===== src/rtl/memory_stage_pkg.sv =====
// Shared types for the memory stage: execute/memory pipeline records,
// data-bus request/response records, access size encoding and opcodes.
package memory_stage_pkg;

  localparam int XLEN = 64;

  localparam logic [6:0] OP_LOAD  = 7'b0000011;
  localparam logic [6:0] OP_STORE = 7'b0100011;

  // Access size as log2(bytes), matching funct3[1:0].
  typedef enum logic [2:0] {
    MSIZE1 = 3'd0,
    MSIZE2 = 3'd1,
    MSIZE4 = 3'd2,
    MSIZE8 = 3'd3
  } msize_t;

  typedef logic [7:0] ctl_t;

  typedef struct packed {
    logic            valid;
    logic [XLEN-1:0] pc;
    logic [31:0]     instr;
    ctl_t            ctl;
    logic [4:0]      dst;
    logic [XLEN-1:0] rd2;
    logic [XLEN-1:0] result;
  } excute_data_t;

  typedef struct packed {
    logic            valid;
    logic [XLEN-1:0] pc;
    logic [31:0]     instr;
    ctl_t            ctl;
    logic [4:0]      dst;
    logic [XLEN-1:0] result;
    logic            misalign;
  } memory_data_t;

  typedef struct packed {
    logic            valid;
    logic [XLEN-1:0] addr;
    msize_t          size;
    logic [7:0]      strobe;
    logic [XLEN-1:0] data;
  } dbus_req_t;

  typedef struct packed {
    logic            addr_ok;
    logic            data_ok;
    logic [XLEN-1:0] data;
  } dbus_resp_t;

  // HOLD keeps a completed load while writeback is stalled.
  typedef enum logic [1:0] {
    S_IDLE = 2'd0,
    S_REQ  = 2'd1,
    S_WAIT = 2'd2,
    S_HOLD = 2'd3
  } mstate_t;

endpackage


===== src/rtl/memory_stage_if.sv =====
// Data-bus request/response bundle between the memory stage and the bus.
interface memory_stage_if;
  import memory_stage_pkg::*;

  dbus_req_t  dreq;
  dbus_resp_t dresp;

  modport master (output dreq, input dresp);
  modport slave  (input dreq, output dresp);
endinterface


===== src/rtl/memory_stage_mem_align.sv =====
// Byte-lane steering for loads and stores: size/misalign decode, store
// strobe and data shift, load extraction with sign/zero extension.
module mem_align
  import memory_stage_pkg::*;
#(
  parameter int DATA_W = 64
) (
  input  logic [2:0]          addr_lo,
  input  logic [2:0]          funct3,
  input  logic [DATA_W-1:0]   rd2,
  input  logic [DATA_W-1:0]   rdata,
  output msize_t              size,
  output logic                misalign,
  output logic [DATA_W/8-1:0] strobe,
  output logic [DATA_W-1:0]   wdata,
  output logic [DATA_W-1:0]   ldata
);

  localparam int STRB_W = DATA_W / 8;
  localparam int SHW    = $clog2(DATA_W);

  // Left-justify the field, then shift back arithmetically or logically.
  function automatic logic [DATA_W-1:0] extend(input logic [DATA_W-1:0] raw,
                                               input logic [1:0]        sz,
                                               input logic              uns);
    logic [SHW-1:0]           shamt;
    logic [DATA_W-1:0]        up;
    logic signed [DATA_W-1:0] sx;
    case (sz)
      2'd0:    shamt = SHW'(DATA_W - 8);
      2'd1:    shamt = SHW'(DATA_W - 16);
      2'd2:    shamt = SHW'(DATA_W - 32);
      default: shamt = '0;
    endcase
    up = raw << shamt;
    sx = signed'(up) >>> shamt;
    if (uns) return up >> shamt;
    return sx;
  endfunction

  logic [STRB_W-1:0] mask;

  // Decode access width and steer bytes to/from their lanes.
  always_comb begin
    size = msize_t'({1'b0, funct3[1:0]});
    case (funct3[1:0])
      2'd0: begin
        mask     = STRB_W'(8'h01);
        misalign = 1'b0;
      end
      2'd1: begin
        mask     = STRB_W'(8'h03);
        misalign = addr_lo[0];
      end
      2'd2: begin
        mask     = STRB_W'(8'h0F);
        misalign = |addr_lo[1:0];
      end
      default: begin
        mask     = STRB_W'(8'hFF);
        misalign = |addr_lo;
      end
    endcase
    strobe = mask << addr_lo;
    wdata  = rd2 << {addr_lo, 3'b000};
    ldata  = extend(rdata >> {addr_lo, 3'b000}, funct3[1:0], funct3[2]);
  end

endmodule


===== src/rtl/memory_stage.sv =====
// Memory stage of the 5-stage RV64 core: issues loads/stores on the data
// bus, stalls execute while a transaction is outstanding and registers the
// result into dataM for writeback.
module memory_stage
  import memory_stage_pkg::*;
#(
  parameter int ADDR_W = 64,
  parameter int DATA_W = 64
) (
  input  logic                  clk,
  input  logic                  reset,
  input  excute_data_t          dataE,
  output memory_data_t          dataM,
  output logic                  stopm,
  input  logic                  stopw,
  memory_stage_if.master        dbus
);

  mstate_t state, state_n;

  logic [6:0]          opcode;
  logic [2:0]          funct3;
  logic                is_load, is_store, is_mem, go;
  logic                misalign;
  msize_t              acc_size;
  logic [DATA_W/8-1:0] strobe;
  logic [DATA_W-1:0]   wdata, ldata, rdata_sel, rdata_hold;
  logic                req_vld, complete, hold_load;
  logic [XLEN-1:0]     res;
  dbus_req_t           req_out;
  logic                vld_p0;
  memory_data_t        pay_p0;

  assign opcode   = dataE.instr[6:0];
  assign funct3   = dataE.instr[14:12];
  assign is_load  = (opcode == OP_LOAD);
  assign is_store = (opcode == OP_STORE);
  assign is_mem   = dataE.valid & (is_load | is_store);
  assign go       = is_mem & ~misalign;

  // A load completed under writeback stall is replayed from the hold buffer.
  assign rdata_sel = (state == S_HOLD) ? rdata_hold : dbus.dresp.data;

  mem_align #(.DATA_W(DATA_W)) u_align (
    .addr_lo  (dataE.result[2:0]),
    .funct3   (funct3),
    .rd2      (dataE.rd2),
    .rdata    (rdata_sel),
    .size     (acc_size),
    .misalign (misalign),
    .strobe   (strobe),
    .wdata    (wdata),
    .ldata    (ldata)
  );

  // Bus FSM state register; reset abandons any outstanding transaction.
  always_ff @(posedge clk or negedge reset) begin
    if (!reset) state <= S_IDLE;
    else        state <= state_n;
  end

  // Bus FSM next state, request valid and completion detect.
  always_comb begin
    state_n   = state;
    req_vld   = 1'b0;
    complete  = 1'b0;
    hold_load = 1'b0;
    case (state)
      S_IDLE: begin
        if (go) begin
          req_vld = 1'b1;
          if (!dbus.dresp.addr_ok)     state_n  = S_REQ;
          else if (dbus.dresp.data_ok) complete = 1'b1;
          else                         state_n  = S_WAIT;
        end
      end
      S_REQ: begin
        req_vld = 1'b1;
        if (dbus.dresp.addr_ok) begin
          if (dbus.dresp.data_ok) complete = 1'b1;
          else                    state_n  = S_WAIT;
        end
      end
      S_WAIT: begin
        if (dbus.dresp.data_ok) complete = 1'b1;
      end
      default: begin
        complete = 1'b1;
      end
    endcase
    hold_load = complete & (state != S_HOLD);
    if (complete) state_n = stopw ? S_HOLD : S_IDLE;
  end

  // Drive the bus request; valid is forced low while reset is asserted.
  always_comb begin
    req_out        = '0;
    req_out.valid  = req_vld & reset;
    req_out.addr   = dataE.result[ADDR_W-1:0];
    req_out.size   = acc_size;
    req_out.strobe = strobe;
    req_out.data   = wdata;
  end

  assign dbus.dreq = req_out;

  assign stopm = (go & ~complete) | stopw;

  // Select the value written back: load data, zero for stores, else ALU result.
  always_comb begin
    res = dataE.result;
    if (go) res = is_load ? ldata : '0;
  end

  // Capture raw bus data at completion for replay after a writeback stall.
  always_ff @(posedge clk) begin
    if (hold_load) rdata_hold <= dbus.dresp.data;
  end

  // ---- stage boundary: execute -> writeback register (control) ----
  always_ff @(posedge clk or negedge reset) begin
    if (!reset)      vld_p0 <= 1'b0;
    else if (!stopw) vld_p0 <= dataE.valid & ~stopm;
  end

  // ---- stage boundary: execute -> writeback register (payload) ----
  always_ff @(posedge clk) begin
    if (!stopw) begin
      pay_p0.valid    <= 1'b0;
      pay_p0.pc       <= dataE.pc;
      pay_p0.instr    <= dataE.instr;
      pay_p0.ctl      <= dataE.ctl;
      pay_p0.dst      <= dataE.dst;
      pay_p0.result   <= res;
      pay_p0.misalign <= is_mem & misalign;
    end
  end

  // Merge the reset-controlled valid with the payload.
  always_comb begin
    dataM       = pay_p0;
    dataM.valid = vld_p0;
  end

endmodule


===== src/flat_wrapper.sv =====
// flat-port wrapper written by rule: the top's interface ports become plain ports
module memory_stage_flat import memory_stage_pkg::*;
#(
  parameter int ADDR_W = 64,
  parameter int DATA_W = 64
)
  (clk, reset, dataE, dataM, stopm, stopw, dbus_dreq, dbus_dresp);
  memory_stage_if dbus_i ();
  input  logic clk;
  input  logic reset;
  input  excute_data_t dataE;
  output memory_data_t dataM;
  output logic stopm;
  input  logic stopw;
  output wire logic [$bits(dbus_i.dreq)-1:0] dbus_dreq;
  input wire logic [$bits(dbus_i.dresp)-1:0] dbus_dresp;
  assign dbus_dreq = dbus_i.dreq;
  assign dbus_i.dresp = dbus_dresp;
  memory_stage #(.ADDR_W(ADDR_W), .DATA_W(DATA_W)) u_core (.clk(clk), .reset(reset), .dataE(dataE), .dataM(dataM), .stopm(stopm), .stopw(stopw), .dbus(dbus_i));
endmodule

===== config.mk =====
export PLATFORM = sky130hd
export DESIGN_NAME = memory_stage_flat
export DESIGN_NICKNAME = d
export VERILOG_FILES = /design/src/rtl/memory_stage_pkg.sv /design/src/rtl/memory_stage_if.sv /design/src/rtl/memory_stage_mem_align.sv /design/src/rtl/memory_stage.sv /design/src/flat_wrapper.sv
export SDC_FILE = /design/constraint.sdc
export NUM_CORES = 1
export LEC_CHECK = 0
export ABC_AREA = 1
export BUFFER_PORTS_ARGS = -buffer_cell sky130_fd_sc_hd__buf_2
export CORE_AREA = 3 3 242 244
export DETAILED_ROUTE_END_ITERATION = 8
export DIE_AREA = 0 0 245 247
export GPL_TIMING_DRIVEN = 0
export PLACE_DENSITY = 0.44
export SLEW_MARGIN = 20
export SYNTH_ARGS = -nofsm -noshare
export SYNTH_HDL_FRONTEND = slang
export SYNTH_HIERARCHICAL = 1
export SYNTH_SLANG_ARGS = --single-unit

===== constraint.sdc =====
create_clock -name clk -period 5.2 [get_ports clk]
set_clock_uncertainty 0.15 [all_clocks]
set_input_delay 0 -clock clk [delete_from_list [all_inputs] [get_ports clk]]
set_output_delay 0 -clock clk [all_outputs]
set_load 0.02 [all_outputs]

==> flow_summary.ini <==
[setup_path]
start_kind = input port
cp.arrival_ns = 4.73
endpoint_kind = register
critPathMostFrequentCell = dlygate4sd3_1
path_cells = dlygate4sd3_1 > buf_2 > buf_2 > inv_1 > clkbuf_1 > o21ai_0 > nand3_1 > o21ai_0 > nor3_4 > buf_4 > nand4_1 > nand3_1 > dlygate4sd3_1 > nand2_1 > dlygate4sd3_1
worstPathRequired_ns = 5.47
slowest_delay_ns = 0.55
worst-setup-path-type = in2reg
path_max_fanout = 10
critPathSlowestCell = dlygate4sd3_1

[logic_synthesis]
synthDistinctLibCells = 47
syn_nets = 1881
yosysTopAreaCell = edfxtp_1
synthArstFlopShare = 0.01245
syn_inst = 1574
synth.top_cells.by_area = edfxtp_1 (51%), nand2_1 (13%), nand3_1 (7.2%), mux2_2 (5.1%), buf_4 (4.1%)
synth-edff-count = 238
synth_top_flop_cell = edfxtp_1
syn_area_per_cell_sq_um = 8.965
seq_area_frac_synth = 0.5118
ys_seq_elements = 241
netlist.area_leader.share = 0.5065
yosys_warnings = 6
syn_area_sq_mm = 0.01411

[cts]
cts_max_path_buffers = 3
hold_buffers = 275
clk_latency_ns = 0.55
path_clk_slew_ns = 0.06
cts_tree = built
cts_root_buf = clkbuf_16
clock_sinks = 241
cts_inserted_buffers = 27
cts_resized = 0
cts_max_level = 1
cts_setup_buffers = 0

[grt]
busiest_layer = met2
grt_max_degree = 101
grt.overflow.total = 0
met3_usage = 0.04511
grt_antenna_before_repair = 4
grtUsageMet2 = 0.4669
grt_pass1_wl_mm = 105.4
grtUsageTotal = 0.2366
first_global_vias = 15828
use_met1 = 0.2575

[finish]
mostFrequentLayoutCells = buf_2 (654), nand2_1 (489), dlygate4sd3_1 (275)
final_common_cell = buf_2
finalInstanceArea_sq_mm = 0.02184
areaGrowthSynthToFinish_pct = 54.75
drive_gt1_frac = 0.3567
final_nets = 2808

[sta]
worstMarginPinSlew_ns = 1.018
setup_slack_ns = 0.7409
drv_slew = 0
fmax_ghz = 0.2243
totalNegativeSetupSlack_ns = 0
final_hold_viol_count = 0
setup_viol = 0
rsz0062_at_grt = no
fin_crit_sh = 0.8575
period_needed_ns = 4.459
relSlewSlack = 0.3140

[placement]
pre_cts_slack_ns = 1.486
hpwl_mm = 59.79
placed_area_sq_mm = 0.01824
io_buffer_count = 621
routabilityCongestion = 0.8980

[die]
die_w_um = 245
core_sq_mm = 0.05650
num_rows = 87
dieArea_sq_mm = 0.06052
die_h_um = 247
start_util = 0.2498
ios = 623

[run_status]
outcome = complete, no violations

[power]
seq_power_share = 0.408
internal_power_mw = 3.924
ir_drop_mv = 0.2205
p_total_mw = 5.644
switching_share = 0.3047
combPwrFrac = 0.258
powerDensity_mw_per_mm2 = 258.4
p_sw_mw = 1.720
clockPowerShare = 0.334
p_leak_nw = 10.11

[worst_hold_path]
hold_class = in2reg

[drt]
ant_nets = 0
vias_per_cell = 4.647
drtIter0Drc = 996
drc_errors = 0
wl_mm = 74.97
avgRoutedWirePerCell_um = 22.86
dr.pass1.iters = 5
vias = 15237

[flow_run]
max-cap-violations = 0
[stage by stage]
step | cells | hold slack [ns] | util
3_5_place_dp | 2953 | -0.3403 | 0.3228
3_3_place_gp | 2951 | -0.3408 | 0.3215
6_report | 3279 | 0.01954 | 0.3865
4_1_cts | 3276 | 0.00008937 | 0.3864
5_1_grt | 3277 | 0.0005040 | 0.3864
2_1_floorplan | 1574 | -0.4456 | -
[logic make-up after synthesis]
group | Yosys count | synth area share
and+or+nand+nor | 816 | 0.2462
DFF | 241 | 0.5118
buffers and inverters | 239 | 0.09709
AOI/OAI and AO/OA | 188 | 0.07581
muxes | 89 | 0.06881
other | 1 | 0.0002657
[cell usage after synthesis (7+ instances only)]
master    instances
o21ai_0         109
nand4_1           7
nand2_1         490
nor2_1           83
nand2_2          20
buf_2            33
clkbuf_1         27
o22ai_1          13
edfxtp_1        238
buf_6            13
inv_1            63
o211ai_1         15
a21oi_1          15
mux2_2           64
nand3_1         203
buf_4            78
o21ai_1          15
mux2i_1          25
inv_2             7
buf_1             9
[metal layers]
metal / vias to the layer above / share of wire
met5: - / 0.00031
met2: 670 / 0.54
met1: 7268 / 0.36
met4: 4 / 0.025
li1: 7192 / -
met3: 103 / 0.070
[worst paths after layout]
| kind | endpoint | cells past startpoint | slack [ns] | startpoint |
|---|---|---|---|---|
| max | u_core/vld_p0 | 15 | 0.74 | dataE[154] |
| min | u_core/dataM[141] | 2 | 0.02 | dataE[204] |
| max reg2reg | u_core/dataM[29] | 18 | 1.83 | u_core/state[1] |
| min reg2reg | u_core/rdata_hold[58] | 3 | 0.90 | u_core/state[0] |
| max in group asynchronous | u_core/vld_p0 | 3 | 4.53 | reset |
| min in group asynchronous | u_core/state[1] | 3 | 0.21 | reset |
[area by class of cell]
class / count / area (sq um)
diodes: 3 / 7.507
plain buffers: 167 / 1100
clock buffers: 36 / 709.4
clock inverters: 12 / 132.6
fillers: 5841 / 34660
inverters: 72 / 277.8
multi-input cells: 1094 / 5527
flip-flops and latches: 241 / 7222
well taps: 756 / 945.9
repair buffers: 898 / 5916
[registers in the layout, indices dropped and copies added (netlist names)]
register,cells
u_core/rdata_hold,64
u_core/state,2
u_core/vld_p0,1
u_core/dataM,174
[power by group through the flow]
stage | Sequential, mW | Combinational (mW) | Clock [mW]
after global placement | 2.36 | 1.28 | 0
after detailed placement | 2.34 | 1.28 | 0
after floorplan | 2.50 | 0.553 | 0
after CTS | 2.30 | 1.46 | 1.95
after global routing | 2.31 | 1.56 | 2.02
final | 2.30 | 1.46 | 1.88
[critical path: cells and delay by family]
kind,cells,cell delay (ns)
AOI/OAI and AO/OA,2,0.81
and+or+nand+nor,5,0.92
buffers and inverters,8,2.98
Power figures use the tool's default switching activity.
